### src/rtl/execute_muldiv_unit.sv
// Iterative RV32M multiply/divide unit for the execute stage.
// Fixed 34-edge latency: one accept edge, 32 radix-2 steps, one sign-correct/output edge.
module execute_muldiv_unit #(
  parameter int DATA_WIDTH = 32,
  parameter int ITERATIONS = 32
) (
  input  logic                  clk,
  input  logic                  rst,
  input  logic                  StartE_i,
  input  logic [2:0]            MulDivOpE_i,
  input  logic [DATA_WIDTH-1:0] OP1E_i,
  input  logic [DATA_WIDTH-1:0] OP2E_i,
  input  logic [4:0]            RdE_i,
  input  logic                  FlushE_i,
  output logic                  BusyE_o,
  output logic                  DoneE_o,
  output logic [DATA_WIDTH-1:0] ResultE_o,
  output logic [4:0]            RdOutE_o
);

  localparam int W  = DATA_WIDTH;
  localparam int CW = $clog2(ITERATIONS);
  localparam logic [CW-1:0] LAST_STEP = CW'(ITERATIONS - 1);

  typedef enum logic [1:0] {S_IDLE, S_RUN, S_FINISH} state_e;
  typedef enum logic [2:0] {
    OP_MUL, OP_MULH, OP_MULHSU, OP_MULHU, OP_DIV, OP_DIVU, OP_REM, OP_REMU
  } op_e;

  state_e          state_q, state_d;
  op_e             op_q, op_d;
  logic [4:0]      rd_q, rd_d;
  logic [CW-1:0]   cnt_q, cnt_d;
  logic [W-1:0]    oper_q, oper_d;     // multiplicand or divisor magnitude
  logic [2*W-1:0]  prod_q, prod_d;     // {accumulator/remainder, multiplier/dividend->quotient}
  logic            neg_res_q, neg_res_d;
  logic            neg_rem_q, neg_rem_d;
  logic [W-1:0]    result_q, result_d;
  logic [4:0]      rd_out_q, rd_out_d;
  logic            done_q, done_d;

  // Operand decode for a new request
  logic         op1_signed, op2_signed, s1, s2, start_div;
  logic [W-1:0] mag1, mag2;

  always_comb begin
    op1_signed = 1'b0;
    op2_signed = 1'b0;
    case (op_e'(MulDivOpE_i))
      OP_MULH, OP_DIV, OP_REM: begin
        op1_signed = 1'b1;
        op2_signed = 1'b1;
      end
      OP_MULHSU: op1_signed = 1'b1;
      default: ;
    endcase
    s1        = op1_signed & OP1E_i[W-1];
    s2        = op2_signed & OP2E_i[W-1];
    mag1      = s1 ? -OP1E_i : OP1E_i;
    mag2      = s2 ? -OP2E_i : OP2E_i;
    start_div = MulDivOpE_i[2];
  end

  // One radix-2 step of each algorithm; only the one matching op_q is used
  logic [W:0]     mul_sum, div_shift, div_trial;
  logic           div_ok;
  logic [2*W-1:0] mul_next, div_next;

  always_comb begin
    mul_sum   = {1'b0, prod_q[2*W-1:W]} + {1'b0, (prod_q[0] ? oper_q : '0)};
    mul_next  = {mul_sum, prod_q[W-1:1]};
    div_shift = prod_q[2*W-1:W-1];
    div_trial = div_shift - {1'b0, oper_q};
    div_ok    = ~div_trial[W];
    div_next  = {(div_ok ? div_trial[W-1:0] : div_shift[W-1:0]), prod_q[W-2:0], div_ok};
  end

  // Sign correction and output selection
  logic [2*W-1:0] mul_full;
  logic [W-1:0]   quo_final, rem_final, finish_val;

  always_comb begin
    mul_full  = neg_res_q ? -prod_q : prod_q;
    quo_final = neg_res_q ? -prod_q[W-1:0] : prod_q[W-1:0];
    rem_final = neg_rem_q ? -prod_q[2*W-1:W] : prod_q[2*W-1:W];
    case (op_q)
      OP_MUL:                      finish_val = mul_full[W-1:0];
      OP_MULH, OP_MULHSU, OP_MULHU: finish_val = mul_full[2*W-1:W];
      OP_DIV, OP_DIVU:             finish_val = quo_final;
      default:                     finish_val = rem_final;
    endcase
  end

  always_comb begin
    // NOTE: every _d gets its hold value first so no path through the case infers a latch.
    state_d   = state_q;
    op_d      = op_q;
    rd_d      = rd_q;
    cnt_d     = cnt_q;
    oper_d    = oper_q;
    prod_d    = prod_q;
    neg_res_d = neg_res_q;
    neg_rem_d = neg_rem_q;
    result_d  = result_q;
    rd_out_d  = rd_out_q;
    done_d    = 1'b0;

    case (state_q)
      S_IDLE: begin
        if (StartE_i && !FlushE_i) begin
          op_d      = op_e'(MulDivOpE_i);
          rd_d      = RdE_i;
          cnt_d     = '0;
          oper_d    = start_div ? mag2 : mag1;
          prod_d    = {{W{1'b0}}, (start_div ? mag1 : mag2)};
          // Divide-by-zero keeps the all-ones quotient unsigned
          neg_res_d = (s1 ^ s2) & ~(start_div & (OP2E_i == '0));
          neg_rem_d = s1;
          state_d   = S_RUN;
        end
      end
      S_RUN: begin
        if (FlushE_i) begin
          state_d = S_IDLE;
        end else begin
          prod_d = op_q[2] ? div_next : mul_next;
          cnt_d  = cnt_q + CW'(1);
          if (cnt_q == LAST_STEP) state_d = S_FINISH;
        end
      end
      S_FINISH: begin
        state_d = S_IDLE;
        if (!FlushE_i) begin
          result_d = finish_val;
          rd_out_d = rd_q;
          done_d   = 1'b1;
        end
      end
      default: state_d = S_IDLE;
    endcase
  end

  // NOTE: state registers use non-blocking assignments so all flops update from pre-edge values.
  always_ff @(posedge clk or posedge rst) begin
    if (rst) begin
      state_q   <= S_IDLE;
      op_q      <= OP_MUL;
      rd_q      <= '0;
      cnt_q     <= '0;
      oper_q    <= '0;
      prod_q    <= '0;
      neg_res_q <= 1'b0;
      neg_rem_q <= 1'b0;
      result_q  <= '0;
      rd_out_q  <= '0;
      done_q    <= 1'b0;
    end else begin
      state_q   <= state_d;
      op_q      <= op_d;
      rd_q      <= rd_d;
      cnt_q     <= cnt_d;
      oper_q    <= oper_d;
      prod_q    <= prod_d;
      neg_res_q <= neg_res_d;
      neg_rem_q <= neg_rem_d;
      result_q  <= result_d;
      rd_out_q  <= rd_out_d;
      done_q    <= done_d;
    end
  end

  assign BusyE_o   = (state_q != S_IDLE);
  assign DoneE_o   = done_q;
  assign ResultE_o = result_q;
  assign RdOutE_o  = rd_out_q;

endmodule
### config.mk
export PLATFORM = sky130hd
export DESIGN_NAME = execute_muldiv_unit
export DESIGN_NICKNAME = d
export VERILOG_FILES = /design/src/rtl/execute_muldiv_unit.sv
export SDC_FILE = /design/constraint.sdc
export NUM_CORES = 1
export LEC_CHECK = 0
export ABC_AREA = 1
export CORE_UTILIZATION = 50
export DETAILED_ROUTE_END_ITERATION = 7
export GPL_TIMING_DRIVEN = 0
export PLACE_DENSITY_LB_ADDON = 0.1
export RECOVER_POWER = 25
export SLEW_MARGIN = 0
export SYNTH_ARGS = -nofsm -noshare
export SYNTH_HDL_FRONTEND = slang
export SYNTH_SLANG_ARGS = --single-unit
### constraint.sdc
create_clock -name clk -period 6.2 [get_ports clk]
set_input_delay 1.55 -clock clk [delete_from_list [all_inputs] [get_ports clk]]
set_output_delay 1.55 -clock clk [all_outputs]
set_load 0.01 [all_outputs]
==> Word level (Yosys, flattened, before mapping) <==
Cells that the tools add are included.
{ "op_classes": {"muxes": 25, "mul": 0, "n_reduce_logical": 15, "shift": 0, "n_bitwise": 8, "div_mod_pow": 0, "n_lt_le_gt_ge": 0, "add_sub_neg": 8, "eq_ne": 15} }
{ "ops": {"columns": ["operator", "n"], "rows": [
  ["$mux W32", 8],
  ["$mux W64", 4],
  ["$neg A32 Y32", 4],
  ["$pmux W64 S2", 1],
  ["$pmux W32 S3", 1],
  ["$neg A64 Y64", 1],
  ["$add A32 B32 Y33", 1],
  ["$sub A33 B32 Y33", 1],
  ["$logic_not A32 Y1", 1],
  ["$eq A3 B3 Y1 const B", 4],
  ["$mux W5", 2],
  ["$pmux W5 S2", 1],
  ["$eq A3 B2 Y1 const B", 3],
  ["$eq A3 B1 Y1 const B", 2],
  ["$mux W2", 3],
  ["$reduce_and A2 Y1", 3],
  ["$reduce_or A3 Y1", 2],
  ["$add A5 B1 Y5 const B", 1],
  ["$eq A5 B5 Y1 const B", 1],
  ["$and A1 B1 Y1", 4],
  ["$mux W1", 4],
  ["$ne A2 B2 Y1 const B", 2],
  ["$pmux W2 S2", 1],
  ["$reduce_bool A2 Y1", 2],
  ["other kinds (12)", 14]
]} }
{ "totals": {"out_inout_bits": 39, "latchBits": 0, "in_bits": 76, "ramBits": 0, "rom_bits": 0, "ff_bits": 151, "mem_count": 0} }

==> Logic depth before layout (Yosys ltp) <==
{ "depth": {"ltp_word": 8, "mapped_depth": 22, "depth_no_buf": 20} }

==> Worst setup path before layout <==
OpenSTA, ideal clock, no wires.
{ "synth_timing": {"kind": "input-to-reg", "start": "in OP1E_i[0]", "end": "reg prod_q[22]", "setup_ns": 0.077, "required_time_ns": 6.123, "cell_stages": 13, "path_slack_ns": 3.218, "arrival_time_ns": 2.904, "path_cell_list": "inv_1 ha_1 nand2_1 nor2_1 nand2_1 nor2_2 nand3_1 or2_1 nand2_1 nand2_1 nand3_1 nand3_1 a21oi_1"} }
{ "synth_between": {"elab_chain_cells": 5} }
{ "synth_lines": {"columns": ["element", "line", "text"], "rows": [
  ["from (decl)", "11", "input logic [DATA_WIDTH-1:0] OP1E_i,"],
  ["$neg A32 Y32", "59", "mag1 = s1 ? -OP1E_i : OP1E_i;"],
  ["$mux W32", "59", null],
  ["$mux W32", "115", "prod_d = {{W{1'b0}}, (start_div ? mag1 : mag2)};"],
  ["$mux W64", "110", "if (StartE_i && !FlushE_i) begin"],
  ["$pmux W64 S2", "108", "case (state_q)"],
  ["to (signal assigned)", "163", "prod_q <= prod_d;"],
  ["to (decl)", "35", "logic [2*W-1:0] prod_q, prod_d;"]
]} }
No other way between the ends. The select of a mux whose other input is x is not followed.
A chain may end at the register's enable or synchronous reset.

==> Worst setup path in the final report <==
{ "layout_timing": {"start": "in FlushE_i", "end": "reg oper_q[26]"} }
{ "layout_between": {"elab_chain_cells": 3} }
{ "layout_lines": {"columns": ["element", "line", "text"], "rows": [
  ["from (decl)", "14", "input logic FlushE_i,"],
  ["$logic_not A1 Y1", null, null],
  ["$logic_and A1 B1 Y1", "110", null],
  ["$reduce_and A2 Y1 (no line)", null, null],
  ["to (signal assigned)", "162", "oper_q <= oper_d;"],
  ["to (decl)", "34", "logic [W-1:0] oper_q, oper_d;"]
]} }
No other way between the ends.

==> flow_results.xml <==
<?xml version="1.0" encoding="UTF-8"?>
<metrics>
  <group name="status">
    <metric name="run_status" unit="">complete, but fails checks</metric>
    <metric name="failed_checks" unit="">design-rule violations, max-capacitance violations, max-slew violations</metric>
  </group>
  <group name="finish">
    <metric name="layout.nets" unit="">3447</metric>
    <metric name="antennaDiodeCount" unit="">0</metric>
    <metric name="final-seq-area" unit="um^2">3780</metric>
    <metric name="final_util" unit="">0.579</metric>
    <metric name="drive_above_1_share" unit="">0.0350</metric>
    <metric name="layout.cell_area.non_filler" unit="um^2">20100</metric>
    <metric name="layout.filler_cells" unit="">3608</metric>
    <metric name="syn_to_final_growth" unit="%">13.1</metric>
    <metric name="multi_input_comb_area" unit="um^2">11700</metric>
  </group>
  <group name="worst_setup_path">
    <metric name="crit_path_end_kind" unit="">flip-flop</metric>
    <metric name="criticalPathCategory" unit="">in -&gt; reg</metric>
    <metric name="critPathLaunch" unit="">FlushE_i</metric>
    <metric name="critical_path_arrival" unit="ps">4710</metric>
    <metric name="worstReg2RegStart" unit="">prod_q[0]</metric>
    <metric name="reg2regPathDepth" unit="">21</metric>
    <metric name="crit_fanout" unit="">10</metric>
    <metric name="crit_required" unit="ps">6580</metric>
    <metric name="worst_setup_path_start_kind" unit="">primary input</metric>
  </group>
  <group name="cts">
    <metric name="cts_setup_buffers" unit="">0</metric>
    <metric name="hold_buffers" unit="">0</metric>
    <metric name="htree_num_levels" unit="">4</metric>
    <metric name="clkSlewWorstSetupHoldPaths" unit="ps">70</metric>
    <metric name="clock_insertion_delay_worst_skew" unit="ps">480</metric>
    <metric name="clock_path_buffers" unit="">2</metric>
    <metric name="cts_resized" unit="">0</metric>
    <metric name="root_buffer" unit="">clkbuf_16</metric>
    <metric name="cts_tree" unit="">yes</metric>
    <metric name="cts-buffers-inserted" unit="">17</metric>
    <metric name="clkSinkCount" unit="">151</metric>
  </group>
  <group name="global_routing">
    <metric name="vias_in_the_first_global_route" unit="">20792</metric>
    <metric name="grt.overflow.total" unit="">0</metric>
    <metric name="grt_max_degree" unit="">98</metric>
    <metric name="grt_pass1_wl" unit="mm">122</metric>
    <metric name="initial_antenna_violation_count" unit="">2</metric>
    <metric name="grtUsageTotal" unit="">0.452</metric>
  </group>
  <group name="place">
    <metric name="placed_cell_area" unit="um^2">19500</metric>
    <metric name="port_buffers" unit="">113</metric>
    <metric name="dpl.hpwl" unit="mm">67.3</metric>
    <metric name="globalplace.congestion" unit="">1.10</metric>
    <metric name="place_worst_setup_slack" unit="ps">1630</metric>
  </group>
  <group name="timing">
    <metric name="setup_slack" unit="ps">1870</metric>
    <metric name="finalCriticalPeriod" unit="ps">4330</metric>
    <metric name="max-slew-margin-rel" unit="">-0.755</metric>
    <metric name="final.setup_skew" unit="ps">11.6</metric>
    <metric name="final_number_of_setup_violating_endpoints" unit="">0</metric>
    <metric name="slew_of_the_pin_with_the_lowest_slew_margin" unit="ps">2620</metric>
    <metric name="rsz0062_at_grt" unit="">false</metric>
    <metric name="hold_violations" unit="">0</metric>
    <metric name="final-max-slew-violation-count" unit="">55</metric>
    <metric name="timing.fmax" unit="GHz">0.231</metric>
    <metric name="final.period_utilization" unit="">0.698</metric>
  </group>
  <group name="die">
    <metric name="placement_rows" unit="">68</metric>
    <metric name="core_area" unit="um^2">34700</metric>
    <metric name="pin_count" unit="">115</metric>
    <metric name="die_h" unit="um">191</metric>
    <metric name="die_w" unit="um">191</metric>
    <metric name="initial_core_util" unit="">0.512</metric>
    <metric name="die_area" unit="um^2">36300</metric>
  </group>
  <group name="min_path">
    <metric name="hold_path.startpoint" unit="">ResultE_o[16]</metric>
    <metric name="timing.hold.worst_path_depth" unit="">2</metric>
    <metric name="hold_class" unit="">reg -&gt; reg</metric>
  </group>
  <group name="power_and_ir_drop">
    <metric name="seq_power_share" unit="">0.196</metric>
    <metric name="p_int" unit="mW">3.65</metric>
    <metric name="combPwrFrac" unit="">0.681</metric>
    <metric name="clock_power_share" unit="">0.123</metric>
    <metric name="peak_supply_drop" unit="uV">272</metric>
    <metric name="power_density_relative_to_cell_area" unit="nW/um^2">448</metric>
    <metric name="switching_share" unit="">0.594</metric>
    <metric name="power.leakage" unit="nW">10.5</metric>
    <metric name="netSwitchingPower" unit="mW">5.34</metric>
  </group>
  <group name="synth">
    <metric name="mappedNetlistNets" unit="">3314</metric>
    <metric name="synth_top_cell_by_area" unit="">dfrtp_1</metric>
    <metric name="most_frequently_used_cell_type_in_the_post_synthesis_netlist" unit="">nand2_1</metric>
    <metric name="synthXorXnorAreaFrac" unit="">0.0335</metric>
    <metric name="synth_simple_gate_area_share" unit="">0.432</metric>
    <metric name="post_synth_fa_ha_maj_area_fraction" unit="">0.0515</metric>
    <metric name="synth_compound_area_frac" unit="">0.141</metric>
    <metric name="library_cells_used_by_synthesis" unit="">55</metric>
    <metric name="synthesis.yosys.warnings" unit="">0</metric>
    <metric name="yosys-top-cells-area" unit="">dfrtp_1 21%, nand2_1 21%, inv_1 9.9%, nand3_1 9.6%, nor2_1 7.9%</metric>
    <metric name="fraction_of_registers_with_async_set_reset" unit="">1.00</metric>
    <metric name="ys_top_cells_by_count" unit="">988 x nand2_1, 467 x inv_1, 375 x nor2_1</metric>
    <metric name="share_of_the_yosys_chip_area_belonging_to_registers" unit="">0.213</metric>
    <metric name="synth_edf_count" unit="">0</metric>
    <metric name="dominantRegCellSynth" unit="">dfrtp_1</metric>
    <metric name="post_synth_mux_area_share" unit="">0</metric>
    <metric name="syn-instance-count" unit="">3166</metric>
    <metric name="synth_area" unit="um^2">17800</metric>
    <metric name="post_synth.cell_area_avg" unit="um^2">5.61</metric>
    <metric name="synth_seq_cells" unit="">151</metric>
    <metric name="synth_largest_type_area_fraction" unit="">0.213</metric>
    <metric name="synth_top_family_by_area" unit="">simple AND/OR/NAND/NOR gates</metric>
  </group>
  <group name="routing">
    <metric name="drt_first_pass_iters" unit="">8</metric>
    <metric name="route.vias.total" unit="">22589</metric>
    <metric name="routed_wire_length_per_instance" unit="um">21.8</metric>
    <metric name="via_per_inst" unit="">6.00</metric>
    <metric name="postRouteWirelength" unit="mm">82.3</metric>
    <metric name="postRouteAntennaNets" unit="">0</metric>
    <metric name="dr.first_iter.drc_count" unit="">3221</metric>
    <metric name="detail_route.drc_violations" unit="">2</metric>
  </group>
  <group name="run">
    <metric name="max-cap-violations" unit="">1</metric>
  </group>
</metrics>
## cell type report
cell class                 instances  area share
clock inverter                    14     0.00791
tap                              455      0.0283
sequential                       151       0.188
multi-input combinational       2430       0.582
buffer                           110      0.0252
inverter                         475      0.0888
clock buffer                      18      0.0219
timing repair buffer             114      0.0577
## placed cells by master, fill, tap and decap left out, types with 5 or more instances in the layout
cell type | synthesis | routed
nand2_2 | 12 | 12
o21ai_1 | 19 | 19
ha_1 | 70 | 70
clkdlybuf4s50_1 | 0 | 112
nand4_1 | 32 | 32
nor3_1 | 42 | 42
buf_4 | 5 | 5
inv_1 | 467 | 466
xnor2_1 | 15 | 15
clkbuf_16 | 0 | 17
inv_2 | 7 | 7
o211ai_1 | 24 | 24
a21o_1 | 6 | 6
nor2_1 | 375 | 375
a22oi_1 | 19 | 19
a21oi_1 | 176 | 176
buf_2 | 22 | 22
nand3b_1 | 13 | 13
clkbuf_1 | 62 | 62
or2_2 | 6 | 6
xor2_1 | 53 | 53
nand3_1 | 340 | 340
buf_1 | 14 | 14
o21ai_0 | 161 | 161
buf_6 | 6 | 6
a31oi_1 | 15 | 15
nor2_2 | 9 | 9
dfrtp_1 | 151 | 151
o21bai_1 | 5 | 5
o221ai_1 | 9 | 9
nand2_1 | 988 | 988
## kinds of logic after synthesis
logic type,count (synthesis)
buffers and inverters,585
adders and majority gates,72
xor gates and xnor gates,68
AOI/OAI and AO/OA,453
DFF,151
and+or+nand+nor,1837
## worst max-delay path, cell delays in order
cell,delay (ps)
clkdlybuf4s50_1,540
nor2_1,180
nand3_1,320
inv_1,300
clkbuf_1,420
clkbuf_1,680
o21ai_0,530
o21ai_0,190
## power by group through the flow
stage / clock, mW / combinational (mW) / sequential, mW
3_5_place_dp: 0 / 5.83 / 1.72
6_report: 1.10 / 6.13 / 1.76
2_1_floorplan: 0 / 4.13 / 1.46
4_1_cts: 1.09 / 5.87 / 1.71
5_1_grt: 1.13 / 6.68 / 1.75
3_3_place_gp: 0 / 5.77 / 1.72
## path summary, 6_finish.rpt
kind | to | slack, ps
min | ResultE_o[16] | 480
min in group asynchronous | rd_q[0] | 2260
min reg2reg | ResultE_o[16] | 480
max reg2reg | prod_q[61] | 2360
max in group asynchronous | prod_q[62] | 2620
max | oper_q[26] | 1870
## per-stage QoR
stage / hold WS (ps) / TNS, ps / instances / total power, mW
2_1_floorplan: 442 / 0 / 3166 / 5.59
3_3_place_gp: 462 / -207870 / 3734 / 7.48
3_5_place_dp: 468 / 0 / 3735 / 7.55
4_1_cts: 485 / 0 / 3767 / 8.66
5_1_grt: 490 / 0 / 3767 / 9.56
6_report: 482 / 0 / 3767 / 9.00
## flip-flops by register name, indices dropped and copies added (netlist names)
register	count
neg_rem_q	1
RdOutE_o	5
oper_q	32
state_q	2
op_q	3
cnt_q	5
ResultE_o	32
neg_res_q	1
rd_q	5
DoneE_o	1
prod_q	64
## metal layers
| metal | wire length (um) | track usage | vias up | share of wire |
|---|---|---|---|---|
| met5 | 0 | 0 | - | 0 |
| li1 | - | - | 10387 | - |
| met3 | 11200 | 0.121 | 314 | 0.14 |
| met4 | 5290 | 0.256 | 0 | 0.064 |
| met1 | 32200 | 0.595 | 10210 | 0.39 |
| met2 | 33600 | 0.663 | 1678 | 0.41 |
No activity file was read; power rests on OpenSTA's default activity.
